==> config.mk <==
export PLATFORM = sky130hd
export DESIGN_NAME = data_memory_bytelane_flat
export DESIGN_NICKNAME = d
export VERILOG_FILES = /design/src/rtl/data_memory_bytelane_if.sv /design/src/rtl/data_memory_bytelane.sv /design/src/flat_wrapper.sv
export SDC_FILE = /design/constraint.sdc
export NUM_CORES = 2
export LEC_CHECK = 0
export BUFFER_PORTS_ARGS = -buffer_cell sky130_fd_sc_hd__buf_2
export CORE_AREA = 2 2 372 374
export DETAILED_ROUTE_END_ITERATION = 7
export DIE_AREA = 0 0 374 376
export PLACE_DENSITY = 0.85
export SETUP_SLACK_MARGIN = 0.1
export SLEW_MARGIN = 25
export SYNTH_ARGS = -nofsm -noshare
export SYNTH_HDL_FRONTEND = slang
export SYNTH_SLANG_ARGS = --single-unit
export TNS_END_PERCENT = 30
==> constraint.sdc <==
create_clock -name clk -period 5.4 [get_ports clk]
set_input_delay 0.54 -clock clk [delete_from_list [all_inputs] [get_ports clk]]
set_output_delay 0.54 -clock clk [all_outputs]
set_load 0.05 [all_outputs]
==> src/rtl/data_memory_bytelane_if.sv <==
// Core <-> data memory access bus for the byte-lane data memory.
// Latency: ReadData/Misaligned are combinational from the request; stores land on the next posedge.
// Backpressure: none per access; the core must hold off until Ready=1 (stores before that are dropped).
// Ports: master = core side (drives MemWrite, funct3, ALUResult, WriteData),
//        slave  = memory side (drives ReadData, Ready, Misaligned).
interface data_memory_bytelane_if;
  logic        MemWrite;
  logic [2:0]  funct3;
  logic [31:0] ALUResult;
  logic [31:0] WriteData;
  logic [31:0] ReadData;
  logic        Ready;
  logic        Misaligned;

  modport master (
    output MemWrite, funct3, ALUResult, WriteData,
    input  ReadData, Ready, Misaligned
  );

  modport slave (
    input  MemWrite, funct3, ALUResult, WriteData,
    output ReadData, Ready, Misaligned
  );
endinterface

==> src/rtl/data_memory_bytelane.sv <==
// Byte-lane RV32I data memory (SB/SH/SW, LB/LH/LW/LBU/LHU) with a post-reset clear engine.
// Latency: loads combinational; stores written on posedge; clear takes DEPTH cycles after rst falls.
// Backpressure: Ready=0 during clear; stores are dropped and ReadData/Misaligned read 0 until Ready=1.
// Ports: clk, rst (async active-high), bus (data_memory_bytelane_if.slave).
// Option: define DMEM_MISALIGN_TRAP_EN to flag misaligned accesses, block misaligned stores and
//         zero misaligned loads; otherwise Misaligned=0 and H/W addresses are silently aligned.
module data_memory_bytelane #(
  parameter int DEPTH          = 64,
  parameter bit CLEAR_ON_RESET = 1'b1
) (
  input  logic                 clk,
  input  logic                 rst,
  data_memory_bytelane_if.slave bus
);
  localparam int ADDR_W = $clog2(DEPTH);

  typedef enum logic {S_CLEAR, S_RUN} state_t;

  state_t            state_q, state_d;
  logic [ADDR_W-1:0] idx_q, idx_d;
  logic              ready_q, ready_d;
  logic              clr_we;

  logic [31:0]       mem_q [DEPTH];

  logic [2:0]        f3;
  logic              is_h, is_w;
  logic [1:0]        lo2;        // effective byte offset inside the word
  logic [ADDR_W-1:0] widx;
  logic              blocked;
  logic [31:0]       rd_word;
  logic [7:0]        ld_byte;
  logic [15:0]       ld_half;
  logic [31:0]       ld_val;
  logic [3:0]        be;
  logic [31:0]       wd_rep;
  logic              st_en;
  logic              unused_addr_hi;

  assign f3   = bus.funct3;
  assign is_h = (f3[1:0] == 2'b01);  // H and HU
  assign is_w = (f3 == 3'b010);
  assign widx = bus.ALUResult[ADDR_W+1:2];
  // Upper address bits are deliberately ignored: the array aliases modulo 4*DEPTH.
  assign unused_addr_hi = ^bus.ALUResult[31:ADDR_W+2];

`ifdef DMEM_MISALIGN_TRAP_EN
  logic mis_raw;
  assign mis_raw        = (is_h && bus.ALUResult[0]) || (is_w && (bus.ALUResult[1:0] != 2'b00));
  assign lo2            = bus.ALUResult[1:0];
  assign blocked        = mis_raw;
  assign bus.Misaligned = ready_q && mis_raw;
`else
  // Silent alignment: drop the offset bits a halfword/word access cannot use.
  assign lo2            = is_w ? 2'b00 : (is_h ? {bus.ALUResult[1], 1'b0} : bus.ALUResult[1:0]);
  assign blocked        = 1'b0;
  assign bus.Misaligned = 1'b0;
`endif

  // Load path: asynchronous read, lane select, extend.
  assign rd_word = mem_q[widx];
  assign ld_byte = rd_word[{lo2, 3'b000} +: 8];
  assign ld_half = lo2[1] ? rd_word[31:16] : rd_word[15:0];

  always_comb begin
    ld_val = '0;
    case (f3)
      3'b000:  ld_val = {{24{ld_byte[7]}}, ld_byte};
      3'b100:  ld_val = {24'd0, ld_byte};
      3'b001:  ld_val = {{16{ld_half[15]}}, ld_half};
      3'b101:  ld_val = {16'd0, ld_half};
      3'b010:  ld_val = rd_word;
      default: ld_val = '0;
    endcase
  end

  assign bus.ReadData = (ready_q && !blocked) ? ld_val : 32'd0;
  assign bus.Ready    = ready_q;

  // Store path: replicate the low lanes so each enabled lane picks up its own byte.
  always_comb begin
    be     = 4'b0000;
    wd_rep = bus.WriteData;
    case (f3)
      3'b000: begin
        be     = 4'b0001 << lo2;
        wd_rep = {4{bus.WriteData[7:0]}};
      end
      3'b001: begin
        be     = lo2[1] ? 4'b1100 : 4'b0011;
        wd_rep = {2{bus.WriteData[15:0]}};
      end
      3'b010:  be = 4'b1111;
      default: be = 4'b0000;
    endcase
  end

  assign st_en = bus.MemWrite && ready_q && !blocked;

  // Clear engine FSM: next state.
  always_comb begin
    state_d = state_q;
    idx_d   = idx_q;
    ready_d = ready_q;
    clr_we  = 1'b0;
    case (state_q)
      S_CLEAR: begin
        clr_we = 1'b1;
        idx_d  = idx_q + ADDR_W'(1);
        if (idx_q == ADDR_W'(DEPTH - 1)) begin
          state_d = S_RUN;
          ready_d = 1'b1;
        end
      end
      S_RUN:   ready_d = 1'b1;
      default: state_d = S_CLEAR;
    endcase
  end

  always_ff @(posedge clk or posedge rst) begin
    if (rst) begin
      if (CLEAR_ON_RESET) state_q <= S_CLEAR;
      else                state_q <= S_RUN;
      idx_q   <= '0;
      ready_q <= 1'b0;
    end else begin
      state_q <= state_d;
      idx_q   <= idx_d;
      ready_q <= ready_d;
    end
  end

  // The array itself has no reset; the clear engine zeroes it word by word.
  always_ff @(posedge clk) begin
    if (clr_we) begin
      mem_q[idx_q] <= '0;
    end else if (st_en) begin
      for (int l = 0; l < 4; l++) begin
        if (be[l]) mem_q[widx][8*l +: 8] <= wd_rep[8*l +: 8];
      end
    end
  end
endmodule

==> src/flat_wrapper.sv <==
// flat-port wrapper written by rule: the top's interface ports become plain ports
module data_memory_bytelane_flat 
#(
  parameter int DEPTH          = 64,
  parameter bit CLEAR_ON_RESET = 1'b1
)
  (clk, rst, bus_MemWrite, bus_funct3, bus_ALUResult, bus_WriteData, bus_ReadData, bus_Ready, bus_Misaligned);
  data_memory_bytelane_if bus_i ();
  input  logic clk;
  input  logic rst;
  input wire logic [$bits(bus_i.MemWrite)-1:0] bus_MemWrite;
  input wire logic [$bits(bus_i.funct3)-1:0] bus_funct3;
  input wire logic [$bits(bus_i.ALUResult)-1:0] bus_ALUResult;
  input wire logic [$bits(bus_i.WriteData)-1:0] bus_WriteData;
  output wire logic [$bits(bus_i.ReadData)-1:0] bus_ReadData;
  output wire logic [$bits(bus_i.Ready)-1:0] bus_Ready;
  output wire logic [$bits(bus_i.Misaligned)-1:0] bus_Misaligned;
  assign bus_i.MemWrite = bus_MemWrite;
  assign bus_i.funct3 = bus_funct3;
  assign bus_i.ALUResult = bus_ALUResult;
  assign bus_i.WriteData = bus_WriteData;
  assign bus_ReadData = bus_i.ReadData;
  assign bus_Ready = bus_i.Ready;
  assign bus_Misaligned = bus_i.Misaligned;
  data_memory_bytelane #(.DEPTH(DEPTH), .CLEAR_ON_RESET(CLEAR_ON_RESET)) u_core (.clk(clk), .rst(rst), .bus(bus_i));
endmodule
Word level (Yosys, flattened, before mapping)

Memory sizes are Yosys's and may differ from the RTL's.
Index checks and enable logic that the tools add are counted.

Register bits after elaboration: 8
Bits in writable memories: 2,048
Input bits: 70
Output and inout bits: 34
Memories: 1

Add/subtract/negate cells: 1
Equality and inequality tests: 7
Shifts and indexed selects: 2
Mux-type cells: 32
Bitwise gates (word level): 1
Reductions and logical operators: 3

Memories:

| name         | depth | bits a word | rd ports | clocked after Yosys merged registers in | wr ports | RTL line                   | RTL |
|---|---|---|---|---|---|---|---|
| u_core.mem_q | 64    | 32          | 1        | 0                                       | 1        | data_memory_bytelane.sv:24 | `logic [31:0] mem_q [DEPTH];` |

Operators with widths:

| operator                                                               | count |
|---|---|
| 32-bit case mux with 5 select lines                                    | 1 |
| 32-bit two-way mux                                                     | 2 |
| 32-bit case mux with 2 select lines                                    | 1 |
| 32-bit OR reduction                                                    | 1 |
| 32-bit by 6-bit indexed part select with 8-bit output                  | 1 |
| 1-bit two-way mux                                                      | 21 |
| 16-bit two-way mux                                                     | 1 |
| 4-bit case mux with 3 select lines                                     | 1 |
| 4-bit two-way mux                                                      | 2 |
| 6-bit by 1-bit adder with 6-bit output (second input constant)         | 1 |
| 3-bit equality test (second input constant)                            | 2 |
| 6-bit equality test (second input constant)                            | 1 |
| 6-bit two-way mux                                                      | 1 |
| 1-bit by 2-bit left shift with 4-bit output (first input constant)     | 1 |
| 3-bit by 1-bit equality test with 1-bit output (second input constant) | 1 |
| 3-bit by 2-bit equality test with 1-bit output (second input constant) | 1 |
| 3-bit logical NOT                                                      | 1 |
| 2-bit by 1-bit equality test with 1-bit output (second input constant) | 1 |
| 2-bit two-way mux                                                      | 1 |
| 2-bit by 1-bit != test with 1-bit output (second input constant)       | 1 |
| 1-bit case mux with 2 select lines                                     | 1 |
| 1-bit logical AND                                                      | 1 |
| 1-bit NOT                                                              | 1 |

Depth between registers and ports, before layout

Depth in word-level cells: 11
Depth in mapped cells: 15
Depth with buffers taken out: 8

Worst setup path after synthesis

OpenSTA, ideal clock, no wires.

Path type: register to register
Start point: register u_core.ready_q, in the netlist u_core.bus.Ready
End point: memory u_core.mem_q[0][27] (data pin)
Arrival: 4.483 ns
Required time: 4.679 ns
Slack: 0.196 ns
Cell stages (with the launch flop): 6
Path buffers: 2
Clock period less this slack: 5.204 ns
Path through: dfrtp_1 -> nor2b_1 -> nand4_1 -> clkbuf_1 -> clkbuf_1 -> a211oi_1

Longest elaborated chain between the ends: 6
Elaborated cells on any way between the ends: 15
Those cells by class: mux: 13; reduce/logical: 2

Ends and longest elaborated chain:

| what                                     | RTL line                    | RTL |
|---|---|---|
| start, declared                          | data_memory_bytelane.sv:21  | `logic ready_q, ready_d;` |
| start signal, assigned                   | data_memory_bytelane.sv:129 | `ready_q <= ready_d;` |
| 1-bit logical AND (*)                    | data_memory_bytelane.sv:98  | `assign st_en = bus.MemWrite && ready_q && !blocked;` |
| 1-bit two-way mux                        | data_memory_bytelane.sv:137 | `end else if (st_en) begin` |
| 1-bit two-way mux                        | data_memory_bytelane.sv:135 | `if (clr_we) begin` |
| 1-bit two-way mux (not written as such)  | data_memory_bytelane.sv:139 | `if (be[l]) mem_q[widx][8*l +: 8] <= wd_rep[8*l +: 8];` |
| 32-bit OR reduction (no source line) (*) | n/a                         |  |
| 32-bit two-way mux (no source line) (*)  | n/a                         |  |
| end, declared                            | data_memory_bytelane.sv:24  |  |

Every way passes the cells marked *; elsewhere a longest branch is shown, timed or not.

Worst setup path in the final report

Start point: input port bus_ALUResult[2]
End point: output port bus_ReadData[14]

Longest elaborated chain between the ends: 4
Elaborated cells on any way between the ends: 5
Those cells by class: shift: 1; mux: 3; memory: 1

Ends and longest elaborated chain:

| what                                                                                        | RTL line                                               | RTL |
|---|---|---|
| start, declared                                                                             | flat_wrapper.sv:13                                     | `input wire logic [$bits(bus_i.ALUResult)-1:0] bus_ALUResult;` |
| memory read 64 x 32 bit (*)                                                                 | n/a                                                    |  |
| 32-bit by 6-bit indexed part select with 8-bit output or 16-bit two-way mux (tied branches) | data_memory_bytelane.sv:62, data_memory_bytelane.sv:63 |  |
| 32-bit case mux with 5 select lines (*)                                                     | data_memory_bytelane.sv:67                             | `case (f3)` |
| 32-bit two-way mux (*)                                                                      | data_memory_bytelane.sv:77                             | `assign bus.ReadData = (ready_q && !blocked) ? ld_val : 32'd0;` |
| end, declared                                                                               | flat_wrapper.sv:15                                     | `output wire logic [$bits(bus_i.ReadData)-1:0] bus_ReadData;` |

Marked as above.

==> flow_metrics.tcl <==
set metrics [dict create \
    dr.pass1.iters 8 \
    syn-num-nets 4068 \
    synth_top_family_by_area "multiplexers" \
    cp_max_fo 54 \
    clockBufferDepth 3 \
    critPathBufInv 4 \
    hp-class "primary input to flip-flop" \
    num_vias 46200 \
    initial_core_util_pct 59.7 \
    rsz0062_at_grt "false" \
    core_sq_mm 0.137 \
    max_stage_delay_ns 0.77 \
    synth.area.mux_share_pct 15.9 \
    postRouteAntennaNets 0 \
    power_w 0.0317 \
    synth-simple-area-share_pct 3.48 \
    areaGrowthSynthToFinish_pct 11.3 \
    crit_arrival_ns 4.56 \
    post-route-period-util_pct 94.5 \
    htree_levels 4 \
    cts_setup_buffers 0 \
    syn_inst 3997 \
    fin_util_pct 66.4 \
    yosys_warnings 0 \
    slew_viol_final 0 \
    antenna_found_initial 11 \
    critPathTopFamily "buffers and inverters" \
    crit_path_end_kind "output port" \
    worst_pin_slew_ns 1.20 \
    synth-async-reset-ratio_pct 0.389 \
    fin_crit_ns 5.10 \
    die_area_sq_mm 0.141 \
    violations "design-rule violations" \
    power.leakage_nw 24.2 \
    grt_pass1_wl_um 333000 \
    drt_iter0_markers 9307 \
    fmax_mhz 196 \
    power.density_mw_per_mm2 349 \
    setup_tns_ns 0 \
    track_usage_pct 33.8 \
    peakVddDrop_mv 0.291 \
    crit_path_start_kind "primary input" \
    place.port_buffers 78 \
    cts_tree "yes" \
    drcViolationCount 159 \
    drv_cap 0 \
    ff2ff_setup_slack_ns 1.22 \
    grt_pass1_vias 45400 \
    synth_edf_count 2048 \
    cts_buffers 189 \
    gp_congestion 0.990 \
    yosys.cell_types.count 68 \
    path_clk_slew_ns 0.06 \
    clk_latency_ns 0.89 \
    drt-wirelength-per-cell_um 38.9 \
    die_h_um 376 \
    synth_compound_area_share_pct 2.95 \
    nets 4303 \
    synth_fa_ha_area_share_pct 0.0153 \
    ys_ff_latch 2056 \
    dp_slack_ns 0.467 \
    critPathKind "primary input to output port" \
    mostFrequentLayoutCells "edfxtp_1, mux4_2, nor2_1" \
    hold_viol 0 \
    viasPerCell 7.46 \
    grt_max_degree 136 \
    finClkSkew_ns 0.0691 \
    ys_seq_area_share_pct 75.7 \
    syn_area_sq_mm 0.0816 \
    die_width_um 374 \
    synth_ff_type "edfxtp_1" \
    cts_sinks 2056 \
    cpMaxStageDelayCell "nor4_1" \
    fin_ws_ns 0.297 \
    finalSetupViolations 0 \
    io_pins 104 \
    worstPathRequired_ns 4.86 \
    status "finished with violations" \
    rows 136 \
    crit_chain "buf_8 -> buf_4 -> mux2i_1 -> a22oi_1 -> a21oi_1 -> nor4_1 -> nand2_1 -> o2111ai_1 -> o211ai_2 -> buf_12 -> o211ai_1 -> buf_2" \
    drive_gt1_share_pct 24.9 \
    grt.overflow.total 0 \
    root_buffer "clkbuf_16" \
    slew_headroom_pct 19.6 \
    mostFrequentLayoutCell "edfxtp_1" \
    wl_um 241000 \
    synthXorXnorAreaFrac_pct 0.0537 \
    dpl.hpwl_um 140000 \
    syn_area_per_cell_sq_um 20.4 \
]
area by class of cell:
cell class | instances | area, sq um
Sequential cell | 2056 | 61700
Multi-Input combinational cell | 1703 | 18600
Inverter | 12 | 47.5
Fill cell | 7925 | 45900
Antenna cell | 13 | 32.5
Clock inverter | 114 | 1080
Tap cell | 1794 | 2240
Clock buffer | 236 | 4950
Timing Repair Buffer | 270 | 2130
metal layers:
| layer | part of all wire (%) | global-route usage, % | wire [um] |
|---|---|---|---|
| met4 | 7.7 | 20.6 | 18500 |
| met2 | 45 | 50.7 | 109000 |
| met1 | 30 | 41.2 | 73400 |
| met3 | 16 | 13.7 | 39400 |
| met5 | 0.35 | 2.61 | 842 |
metrics by stage:
step	hold WS, ns	area (sq um)	cells
2_1_floorplan	0.356	81600	3997
3_3_place_gp	0.531	84600	5832
3_5_place_dp	0.525	84700	5833
4_1_cts	0.246	90700	6184
5_1_grt	0.288	90800	6191
6_report	0.273	90800	6198
Yosys cell counts, drive strengths merged (25+ instances only):
master,count,area (sq um)
a21oi,58,290
mux2i,209,2090
a22oi,64,480
o211ai,25,248
nor2,327,1230
clkbuf,74,278
mux4,478,10800
edfxtp,2048,61500
nand3,70,350
buf,152,1250
o22ai,30,188
o21ai,46,238
nand2,167,627
registers in the layout, indices dropped and copies added, names as in the netlist:
name and count:
u_core.mem_q 2048, u_core.idx_q 6, u_core.bus.Ready 1, u_core.state_q 1
where the power goes:
group / total (W) / internal [W] / switching [W]
sequential: 0.0173 / 0.0173 / 0
clock: 0.0134 / 0.00722 / 0.00616
combinational: 0.00107 / 0.000333 / 0.000739
kinds of logic after synthesis:
kind of cell	after synthesis
adder cells (fa/ha/maj)	1
other	1
AO/OA/AOI/OAI	334
flip-flops	2056
AND/OR/NAND/NOR	665
XOR/XNOR	5
multiplexers	697
buffers and inverters	238
worst reg2reg max path: cells and delay by family, from the launching register on:
family | cells | cell delay (ns)
buf+inv | 1 | 0.34
compound gates | 1 | 0.27
flops | 1 | 0.35
simple gates | 6 | 2.83
repair_timing:
item	4_1_cts	5_1_grt
hold buffers	1	0
gates resized for setup	0	1
endpoints found under the hold margin	8	0
endpoints found under the setup margin	0	2
final timing paths:
check | start | to | cells after the start
max | bus_ALUResult[2] | bus_ReadData[14] | 12
min | bus_WriteData[22] | u_core.mem_q[16][22]$_DFFE_PP_ | 3
max reg2reg | u_core.bus.Ready$_DFFE_PP0P_ | u_core.mem_q[24][1]$_DFFE_PP_ | 8
min reg2reg | u_core.idx_q[4]$_DFFE_PP0N_ | u_core.idx_q[4]$_DFFE_PP0N_ | 1
max in group asynchronous | rst | u_core.idx_q[5]$_DFFE_PP0N_ | 3
min in group asynchronous | rst | u_core.idx_q[1]$_DFFE_PP0N_ | 3
Note: power is estimated with default switching activity, not from simulation.
